## src/rtl/fifo_arb_pkg.sv

```systemverilog
// Shared types and default sizing for the FIFO write-port arbiter.
package fifo_arb_pkg;

    // Arbiter control states: waiting for a request, or serving one burst.
    typedef enum logic {
        IDLE  = 1'b0,
        BURST = 1'b1
    } arb_state_t;

    localparam int DEF_N_REQ      = 4;
    localparam int DEF_DATA_W     = 8;
    localparam int DEF_FIFO_DEPTH = 8;
    localparam int DEF_MAX_BURST  = 4;

    // Widths for the default configuration.
    localparam int REQ_IDX_W = $clog2(DEF_N_REQ);
    localparam int CRED_W    = $clog2(DEF_FIFO_DEPTH) + 1;

endpackage

```

## src/rtl/fifo_wr_arbiter_if.sv

```systemverilog
// Producer handshake bundle plus the FIFO write/pop side of the arbiter.
interface fifo_wr_arbiter_if
    import fifo_arb_pkg::*;
#(
    parameter int N_REQ  = DEF_N_REQ,
    parameter int DATA_W = DEF_DATA_W
);
    logic [N_REQ-1:0]        req_valid;
    logic [N_REQ*DATA_W-1:0] req_data;
    logic [N_REQ-1:0]        req_last;
    logic [N_REQ-1:0]        req_ready;
    logic                    fifo_wr_en;
    logic [DATA_W-1:0]       fifo_d_in;
    logic                    fifo_rd_pop;

    // Producers and the consumer's pop report drive the arbiter.
    modport master (
        output req_valid, req_data, req_last, fifo_rd_pop,
        input  req_ready, fifo_wr_en, fifo_d_in
    );

    // The arbiter itself.
    modport slave (
        input  req_valid, req_data, req_last, fifo_rd_pop,
        output req_ready, fifo_wr_en, fifo_d_in
    );
endinterface

```

## src/rtl/fifo_wr_arbiter_rr_pick.sv

```systemverilog
// Round-robin winner selection: rotate so rr_ptr sits at bit 0, take the
// lowest set bit, then rotate the index back.
module fifo_wr_arbiter_rr_pick
    import fifo_arb_pkg::*;
#(
    parameter int N_REQ = DEF_N_REQ,
    parameter int IDX_W = $clog2(DEF_N_REQ)
) (
    input  logic [N_REQ-1:0] req,
    input  logic [IDX_W-1:0] ptr,
    output logic [IDX_W-1:0] winner,
    output logic             any_req
);
    localparam logic [IDX_W:0] N_WIDE = (IDX_W+1)'(N_REQ);

    logic [2*N_REQ-1:0] dbl;
    logic [N_REQ-1:0]   rot;
    logic [IDX_W-1:0]   off;
    logic [IDX_W:0]     sum;

    // Rotate, priority-encode, un-rotate.
    always_comb begin
        dbl     = {req, req};
        rot     = dbl[ptr +: N_REQ];
        any_req = |req;
        off     = '0;
        for (int k = N_REQ - 1; k >= 0; k--) begin
            if (rot[k]) off = IDX_W'(k);
        end
        sum = {1'b0, ptr} + {1'b0, off};
        if (sum >= N_WIDE) sum = sum - N_WIDE;
        winner = sum[IDX_W-1:0];
    end
endmodule

```

## src/rtl/fifo_wr_arbiter.sv

```systemverilog
// Round-robin write-port arbiter for a shared FIFO. Credits track free FIFO
// slots locally so the one-cycle-late full flag is never needed.
module fifo_wr_arbiter
    import fifo_arb_pkg::*;
#(
    parameter int N_REQ      = DEF_N_REQ,
    parameter int DATA_W     = DEF_DATA_W,
    parameter int FIFO_DEPTH = DEF_FIFO_DEPTH,
    parameter int MAX_BURST  = DEF_MAX_BURST
) (
    input  logic                         clk,
    input  logic                         rst_n,
    fifo_wr_arbiter_if.slave             bus,
    output logic                         grant_valid,
    output logic [$clog2(N_REQ)-1:0]     grant_id,
    output logic [$clog2(FIFO_DEPTH):0]  credit_cnt,
    output logic                         err_pop
);
    localparam int GID_W = $clog2(N_REQ);
    localparam int CNT_W = $clog2(FIFO_DEPTH) + 1;
    localparam logic [CNT_W-1:0] CRED_FULL = CNT_W'(FIFO_DEPTH);
    localparam logic [8:0]       BURST_LIM = 9'(MAX_BURST);

    // Saturating credit update: a write consumes a slot, a pop returns one.
    function automatic logic [CNT_W-1:0] credit_next(
        input logic [CNT_W-1:0] cnt,
        input logic             take,
        input logic             give
    );
        logic [CNT_W-1:0] res;
        res = cnt;
        if (take && !give && cnt != '0)        res = cnt - CNT_W'(1);
        else if (give && !take && cnt != CRED_FULL) res = cnt + CNT_W'(1);
        return res;
    endfunction

    // Next round-robin start point: the requester after the one just served.
    function automatic logic [GID_W-1:0] ptr_after(input logic [GID_W-1:0] id);
        return (id == GID_W'(N_REQ - 1)) ? '0 : id + GID_W'(1);
    endfunction

    arb_state_t        state;
    logic [GID_W-1:0]  rr_ptr;
    logic [GID_W-1:0]  winner;
    logic              any_req;
    logic [7:0]        beat_cnt;
    logic [N_REQ-1:0]  ready;
    logic              xfer;
    logic              burst_end;
    logic              pop_ok;
    logic [DATA_W-1:0] sel_data;
    logic              vld_p1;
    logic [DATA_W-1:0] wr_data_p1;

    fifo_wr_arbiter_rr_pick #(
        .N_REQ (N_REQ),
        .IDX_W (GID_W)
    ) u_rr_pick (
        .req     (bus.req_valid),
        .ptr     (rr_ptr),
        .winner  (winner),
        .any_req (any_req)
    );

    // Only the granted requester sees ready, and only while a slot is free.
    always_comb begin
        ready = '0;
        if (state == BURST && credit_cnt != '0) ready[grant_id] = 1'b1;
    end

    assign bus.req_ready = ready;

    // Handshake decode for the granted requester.
    always_comb begin
        xfer      = bus.req_valid[grant_id] & ready[grant_id];
        sel_data  = bus.req_data[int'(grant_id)*DATA_W +: DATA_W];
        burst_end = xfer & (bus.req_last[grant_id] |
                            (({1'b0, beat_cnt} + 9'd1) == BURST_LIM));
        pop_ok    = bus.fifo_rd_pop & (credit_cnt != CRED_FULL);
    end

    // Grant FSM: pick a winner in IDLE, count beats in BURST, release on last
    // beat or when the burst cap is reached.
    always_ff @(posedge clk or negedge rst_n) begin
        if (!rst_n) begin
            state       <= IDLE;
            rr_ptr      <= '0;
            beat_cnt    <= '0;
            grant_valid <= 1'b0;
            grant_id    <= '0;
        end else begin
            case (state)
                IDLE: begin
                    if (any_req) begin
                        state       <= BURST;
                        grant_id    <= winner;
                        grant_valid <= 1'b1;
                        beat_cnt    <= '0;
                    end
                end
                BURST: begin
                    if (xfer) begin
                        beat_cnt <= beat_cnt + 8'd1;
                        if (burst_end) begin
                            state       <= IDLE;
                            grant_valid <= 1'b0;
                            rr_ptr      <= ptr_after(grant_id);
                        end
                    end
                end
                default: state <= IDLE;
            endcase
        end
    end

    // Free-slot credits and the sticky pop-while-empty error.
    always_ff @(posedge clk or negedge rst_n) begin
        if (!rst_n) begin
            credit_cnt <= CRED_FULL;
            err_pop    <= 1'b0;
        end else begin
            credit_cnt <= credit_next(credit_cnt, xfer, pop_ok);
            if (bus.fifo_rd_pop && credit_cnt == CRED_FULL) err_pop <= 1'b1;
        end
    end

    // Stage p1: registered FIFO write, one cycle after the accepted beat.
    always_ff @(posedge clk or negedge rst_n) begin
        if (!rst_n) begin
            vld_p1     <= 1'b0;
            wr_data_p1 <= '0;
        end else begin
            vld_p1 <= xfer;
            if (xfer) wr_data_p1 <= sel_data;
        end
    end

    assign bus.fifo_wr_en = vld_p1;
    assign bus.fifo_d_in  = wr_data_p1;

endmodule
```

## src/flat_wrapper.sv

```systemverilog
// flat-port wrapper written by rule: the top's interface ports become plain ports
module fifo_wr_arbiter_flat import fifo_arb_pkg::*;
#(
    parameter int N_REQ      = DEF_N_REQ,
    parameter int DATA_W     = DEF_DATA_W,
    parameter int FIFO_DEPTH = DEF_FIFO_DEPTH,
    parameter int MAX_BURST  = DEF_MAX_BURST
)
  (clk, rst_n, grant_valid, grant_id, credit_cnt, err_pop, bus_req_valid, bus_req_data, bus_req_last, bus_fifo_rd_pop, bus_req_ready, bus_fifo_wr_en, bus_fifo_d_in);
  fifo_wr_arbiter_if #(.N_REQ(N_REQ), .DATA_W(DATA_W)) bus_i ();
  input  logic clk;
  input  logic rst_n;
  output logic grant_valid;
  output logic [$clog2(N_REQ)-1:0] grant_id;
  output logic [$clog2(FIFO_DEPTH):0] credit_cnt;
  output logic err_pop;
  input wire logic [$bits(bus_i.req_valid)-1:0] bus_req_valid;
  input wire logic [$bits(bus_i.req_data)-1:0] bus_req_data;
  input wire logic [$bits(bus_i.req_last)-1:0] bus_req_last;
  input wire logic [$bits(bus_i.fifo_rd_pop)-1:0] bus_fifo_rd_pop;
  output wire logic [$bits(bus_i.req_ready)-1:0] bus_req_ready;
  output wire logic [$bits(bus_i.fifo_wr_en)-1:0] bus_fifo_wr_en;
  output wire logic [$bits(bus_i.fifo_d_in)-1:0] bus_fifo_d_in;
  assign bus_i.req_valid = bus_req_valid;
  assign bus_i.req_data = bus_req_data;
  assign bus_i.req_last = bus_req_last;
  assign bus_i.fifo_rd_pop = bus_fifo_rd_pop;
  assign bus_req_ready = bus_i.req_ready;
  assign bus_fifo_wr_en = bus_i.fifo_wr_en;
  assign bus_fifo_d_in = bus_i.fifo_d_in;
  fifo_wr_arbiter #(.N_REQ(N_REQ), .DATA_W(DATA_W), .FIFO_DEPTH(FIFO_DEPTH), .MAX_BURST(MAX_BURST)) u_core (.clk(clk), .rst_n(rst_n), .bus(bus_i), .grant_valid(grant_valid), .grant_id(grant_id), .credit_cnt(credit_cnt), .err_pop(err_pop));
endmodule
```

## config.mk

```make
export PLATFORM = sky130hd
export DESIGN_NAME = fifo_wr_arbiter_flat
export DESIGN_NICKNAME = d
export VERILOG_FILES = /design/src/rtl/fifo_arb_pkg.sv /design/src/rtl/fifo_wr_arbiter_if.sv /design/src/rtl/fifo_wr_arbiter_rr_pick.sv /design/src/rtl/fifo_wr_arbiter.sv /design/src/flat_wrapper.sv
export SDC_FILE = /design/constraint.sdc
export NUM_CORES = 1
export LEC_CHECK = 0
export ABC_AREA = 1
export ABC_CLOCK_PERIOD_IN_PS = 2800
export BUFFER_PORTS_ARGS = -buffer_cell sky130_fd_sc_hd__buf_2
export CAP_MARGIN = 20
export CORE_AREA = 2 2 73 61
export CTS_CLUSTER_SIZE = 20
export DETAILED_ROUTE_END_ITERATION = 12
export DIE_AREA = 0 0 75 63
export GPL_TIMING_DRIVEN = 0
export PLACE_DENSITY_LB_ADDON = 0.1
export RECOVER_POWER = 100
export SYNTH_ARGS = -nofsm -noshare
export SYNTH_HDL_FRONTEND = slang
export SYNTH_SLANG_ARGS = --single-unit
```

## constraint.sdc

```tcl
create_clock -name clk -period 2.8 [get_ports clk]
set_input_delay 0.56 -clock clk [delete_from_list [all_inputs] [get_ports clk]]
set_output_delay 0.56 -clock clk [all_outputs]
set_load 0.01 [all_outputs]
```

After elaboration in Yosys (flattened, before gate mapping)
Cells that the tools add are included.
{"block": "totals", "input_bits": 43, "wordCells": 77, "out_inout_bits": 21, "reg_bits": 28}
{"block": "op_classes", "addsub": 7, "reduce_logical": 16, "mux": 28, "shifts": 2, "bitwise": 5, "magnitude_cmp": 3, "n_eq_ne": 7}
{"cell": "32-bit by 6-bit indexed part select with 8-bit output", "n": 1}
{"cell": "8-bit 2-to-1 mux", "n": 2}
{"cell": "8-bit case mux with 2 select lines", "n": 1}
{"cell": "2-bit 2-to-1 mux", "n": 6}
{"cell": "4-bit 2-to-1 mux", "n": 3}
{"cell": "1-bit 2-to-1 mux", "n": 10}
{"cell": "8-bit by 1-bit adder with 9-bit output (second input constant)", "n": 1}
{"cell": "9-bit by 3-bit equality test with 1-bit output (second input constant)", "n": 1}
{"cell": "8-bit by 1-bit adder with 8-bit output (second input constant)", "n": 1}
{"cell": "8-bit by 3-bit indexed part select with 4-bit output", "n": 1}
{"cell": "1-bit logical AND", "n": 7}
{"cell": "1-bit binary-select mux with 2-bit select", "n": 3}
{"cell": "3-bit AND reduction", "n": 2}
{"cell": "4-bit by 1-bit adder with 4-bit output (second input constant)", "n": 1}
{"cell": "4-bit equality test (second input constant)", "n": 1}
{"cell": "2-bit != test (second input constant)", "n": 2}
{"cell": "4-bit != test (second input constant)", "n": 1}
{"cell": "1-bit case mux with 2 select lines", "n": 2}
{"cell": "2-bit AND reduction", "n": 2}
{"cell": "4-bit nonzero test", "n": 1}
{"cell": "4-bit OR reduction", "n": 1}
{"cell": "4-bit by 1-bit subtractor with 4-bit output (second input constant)", "n": 1}
{"cell": "2-bit by 2-bit adder with 3-bit output", "n": 1}
{"cell": "1-bit AND", "n": 3}
{"cell": "12 further kinds", "n": 13}

Depth between registers and ports, before layout
{"block": "depth", "depth_word": 13, "depth_mapped": 18, "depth_no_buf": 16}

Cells and area by module
From an unflattened synthesis, not the netlist that was laid out.
{"block": "unflattened", "hier_cells": 283, "area_unflattened_um2": 1955.6}
{"mod": "fifo_wr_arbiter", "seq_area_each_um2": 701.9, "area_per_inst_um2": 1788.0, "n_inst": 1, "cells_each": 248}
{"mod": "fifo_wr_arbiter_rr_pick", "seq_area_each_um2": 0.0, "area_per_inst_um2": 167.7, "n_inst": 1, "cells_each": 35}

Worst setup path before layout
OpenSTA, ideal clock, no wires.
{"block": "synth_timing", "path_kind": "flip-flop to flip-flop", "from": "reg u_core.grant_id[0]", "to": "reg u_core.credit_cnt[3]", "setup_ns": 0.058, "setup_slack_ns": 0.296, "required_time_ns": 2.742, "n_path_buf": 2, "period_less_slack_ns": 2.504, "arrival_ns": 2.446, "stages_incl_launch_ff": 19, "cell_sequence": "dfrtp_1 -> inv_1 -> buf_2 -> clkbuf_1 -> ha_1 -> nand4_1 -> nand3_2 -> nand3_1 -> inv_1 -> ha_1 -> nand2_1 -> nand2_1 -> a31oi_1 -> inv_1 -> nand2_1 -> nand2_1 -> nand2_1 -> nand2_1 -> inv_1"}
{"block": "synth_via", "elab_chain_cells": 12, "word_cells_on_any_way": 18, "classes_between": "order compare: 2; mux: 8; bitwise: 1; reduce/logical: 7"}
{"element": "start, declared", "line": "fifo_wr_arbiter.sv:15", "rtl": "output logic [$clog2(N_REQ)-1:0] grant_id,"}
{"element": "start signal, assigned", "line": "fifo_wr_arbiter.sv:96", "rtl": "grant_id <= winner;"}
{"element": "2-bit by 3-bit < comparator with 1-bit output (implied by the code) or 2-bit by 1-bit greater-or-equal comparator with 1-bit output (tied branches)", "line": "fifo_wr_arbiter.sv:68", "rtl": "if (state == BURST && credit_cnt != '0) ready[grant_id] = 1'b1;"}
{"element": "1-bit logical AND (implied by the code)", "line": "fifo_wr_arbiter.sv:68"}
{"element": "1-bit 2-to-1 mux (implied by the code)", "line": "fifo_wr_arbiter.sv:68"}
{"element": "1-bit demux with 2-bit select"}
{"element": "4-bit 2-to-1 mux", "line": "fifo_wr_arbiter.sv:68"}
{"element": "1-bit binary-select mux with 2-bit select", "line": "fifo_wr_arbiter.sv:75", "rtl": "xfer = bus.req_valid[grant_id] & ready[grant_id];"}
{"element": "1-bit 2-to-1 mux (implied by the code)", "line": "fifo_wr_arbiter.sv:75"}
{"element": "1-bit AND (*)", "line": "fifo_wr_arbiter.sv:75"}
{"element": "1-bit logical NOT", "line": "fifo_wr_arbiter.sv:33", "rtl": "else if (give && !take && cnt != CRED_FULL) res = cnt + CNT_W'(1);"}
{"element": "1-bit logical AND (2 in series)", "line": "fifo_wr_arbiter.sv:33"}
{"element": "2-bit nonzero test (no source line)"}
{"element": "end signal, assigned", "line": "fifo_wr_arbiter.sv:122", "rtl": "credit_cnt <= credit_next(credit_cnt, xfer, pop_ok);"}
{"element": "end, declared", "line": "fifo_wr_arbiter.sv:16", "rtl": "output logic [$clog2(FIFO_DEPTH):0] credit_cnt,"}
Mark *: on every way between the ends. The rest lies on a longest branch, timed or not. The select of a mux whose other input is x is not followed.
A chain may end at the register's enable or synchronous reset.

Worst setup path after layout
{"block": "layout_timing", "from": "reg u_core.grant_id[1]", "to": "reg u_core.credit_cnt[3]"}
The elaborated chain is that of the path after synthesis.

==> run metrics <==
status finished, violations left; failing checks max-capacitance violations; Via Count 1944; commonest cells in the synthesized netlist 69 x nand2_1, 57 x nor2_1, 30 x inv_1; fin util 0.592; Area Overhead vs Synth 20.5%; # resized after CTS 0; crit share post-route 0.882; crit-path max FO 11; DR pass1 iterations 7; Finished Cell Area 2380 um^2; CP Capture Type flip-flop; Yosys top cell by area dfrtp_1; setup TNS 0 ns; Yosys warnings 0; VDD IR max 502 uV; GPL Wtd Cong 0.864; Die Wd 75 um; sequential area share after synthesis 0.356; leakage 1.24 nW; Post-synth top flop dfrtp_1; grt total ovfl 0; H-tree depth 1; Routed wire per std cell 11.2 um; Post-synth EDFFs 0; io pins 64; count leader, synth nand2_1; initial drt markers 87; Buffers on Ports 63; hold_sp u_core.err_pop$_DFFE_PN0P_; Row Count 21; post-synthesis async set-or-reset flop share 1.00; largest cells by area after synthesis dfrtp_1 34%, nand2_1 13%, nor2_1 11%, o21ai_0 5.8%, ha_1 5.7%; Critical Path RT 3.03 ns; R2R Setup Slk 0.33 ns; worst hold path depth 1; core box area 4020 um^2; Max Clk Rate 405 MHz; post-CTS setup repair buffer count 0; Slew Viols, Final 0; worst slew pin tran 1.49 ns; crit start category flip-flop; Hold Path Class reg2reg; Hold Path Sink u_core.err_pop$_DFFE_PN0P_; Yosys reg bits 28; initial antenna violation count 0; Synth cell types 32; GR Util All Layers 0.206; layout cell share with drive strength beyond 1 0.171; headroom to the max-slew limit 0.00889; die height 63 um; Starting Density 0.491; Post-Syn Area 1970 um^2; WHS 0.488 ns; RSZ-0062 raised after global routing no; Die ar. 4730 um^2; MaxCap Viol Count 1; CTS Buffer Depth 2; syn_nets 338; Skew-Pair Late Insertion Delay 0.27 ns; DRT antenna net count 0; Post-Synthesis Cells 285; Root Buffer clkbuf_8; final net count 405; R2R Path Start u_core.grant_id[1]$_DFFE_PN0P_; DP HPWL 3500 um; critical path class reg2reg; dpl cell area 2360 um^2; Sink Count 28; Arr. time, crit path 2.70 ns; antenna fix cells 0; Pwr per Cell Area 1040 nW/um^2; clock slew at reported path FFs 0.10 ns; hold_buf cts 0; final hold viol count 0; DRC 0; TritonCTS buffer count 3; R2R cell count 17; final setup fails 0; first-pass GRT wire length 7730 um; CTS tree built; Avg Cell Area, Syn 6.92 um^2; Vias/cell 4.76; clock period minus worst slack 2.47 ns; clk_skew 0.00310 ns; vias in the first global route 1739; Post-Route WL 4590 um; pin count of the biggest net entering global routing 29; worst reg2reg endpoint u_core.credit_cnt[3]$_DFFE_PN1P_; Synth top area share 0.342
==> critical path, stage by stage (launching register included) <==
cell and delay (ns):
dfrtp_1 0.43, inv_1 0.13, clkbuf_4 0.22, ha_1 0.20, nand4_1 0.09, nand3_1 0.12
nand3_1 0.18, inv_1 0.13, ha_1 0.27, nand2_1 0.07, nand2_1 0.05, a31oi_1 0.20
inv_1 0.06, nand2_1 0.08, nand2_1 0.05, nand2_1 0.05, nand2_1 0.04, inv_1 0.04
==> power by group <==
| part | switching [mW] | internal [mW] |
|---|---|---|
| sequential | 0.170 | 0.579 |
| clock | 0.128 | 0.191 |
| combinational | 0.886 | 0.525 |
| total | 1.18 | 1.30 |
==> kinds of logic (layout without fill, tap and decap cells) <==
kind of cell	Yosys count	after routing	share of synthesized area
AO/OA/AOI/OAI	39	39	0.114
buffers and inverters	40	106	0.0888
XOR/XNOR	4	4	0.0178
adder cells (fa/ha/maj)	10	10	0.0672
flip-flops	28	28	0.356
AND/OR/NAND/NOR	164	164	0.356
==> registers in the layout, indices dropped and copies added, names as in the netlist <==
name and count:
u_core.grant_valid 1, u_core.beat_cnt 8, u_core.credit_cnt 4, u_core.bus.fifo_wr_en 1, u_core.state 1, u_core.err_pop 1
u_core.bus.fifo_d_in 8, u_core.rr_ptr 2, u_core.grant_id 2
==> area by class of cell <==
cell class | instances | area [um^2]
timing repair buffer | 63 | 292
inverter | 32 | 121
sequential | 28 | 703
clock buffer | 3 | 41.3
clock inverter | 1 | 30.0
tap | 57 | 71.3
buffer | 7 | 43.8
multi-input combinational | 217 | 1080
fill | 407 | 1640
==> cells in the final DEF (no fill, tap or decap), types with 2 or more instances in the layout <==
cell type and instances:
a21oi_1 2, a31oi_1 8, buf_2 45, clkbuf_1 21
clkbuf_8 3, dfrtp_1 26, ha_1 9, inv_1 31
nand2_1 72, nand3_1 21, nand3_2 2, nand4_1 7
nor2_1 58, o21ai_0 24, xor2_1 3
==> how the worst max path moves through the flow <==
stage                              startpoint                                to  cells past startpoint
2_1_floorplan  u_core.grant_id[0]$_DFFE_PN0P_  u_core.credit_cnt[3]$_DFFE_PN1P_                     18
3_3_place_gp   u_core.grant_id[0]$_DFFE_PN0P_  u_core.credit_cnt[3]$_DFFE_PN1P_                     18
3_5_place_dp   u_core.grant_id[0]$_DFFE_PN0P_  u_core.credit_cnt[3]$_DFFE_PN1P_                     18
4_1_cts        u_core.grant_id[0]$_DFFE_PN0P_  u_core.credit_cnt[3]$_DFFE_PN1P_                     17
5_1_grt        u_core.grant_id[1]$_DFFE_PN0P_  u_core.credit_cnt[3]$_DFFE_PN1P_                     17
6_report       u_core.grant_id[1]$_DFFE_PN0P_  u_core.credit_cnt[3]$_DFFE_PN1P_                     17
==> metal layers <==
| metal | wire (um) | track usage | up-vias |
|---|---|---|---|
| met5 | 0 | 0 | - |
| met4 | 14 | 0.0268 | 0 |
| met3 | 243 | 0.0452 | 2 |
| met2 | 2090 | 0.333 | 47 |
| met1 | 2230 | 0.286 | 848 |
| li1 | - | - | 1047 |
==> per-stage QoR <==
stage / total power [mW] / setup WS, ns / std cells
detailed placement: 2.27 / -0.243 / 405
floorplan: 1.82 / 0.296 / 285
finish: 2.48 / 0.330 / 408
global route: 2.74 / 0.0416 / 408
CTS: 2.59 / 0.0996 / 408
global placement: 2.24 / -0.230 / 405
(Power assumes the default switching activity.)
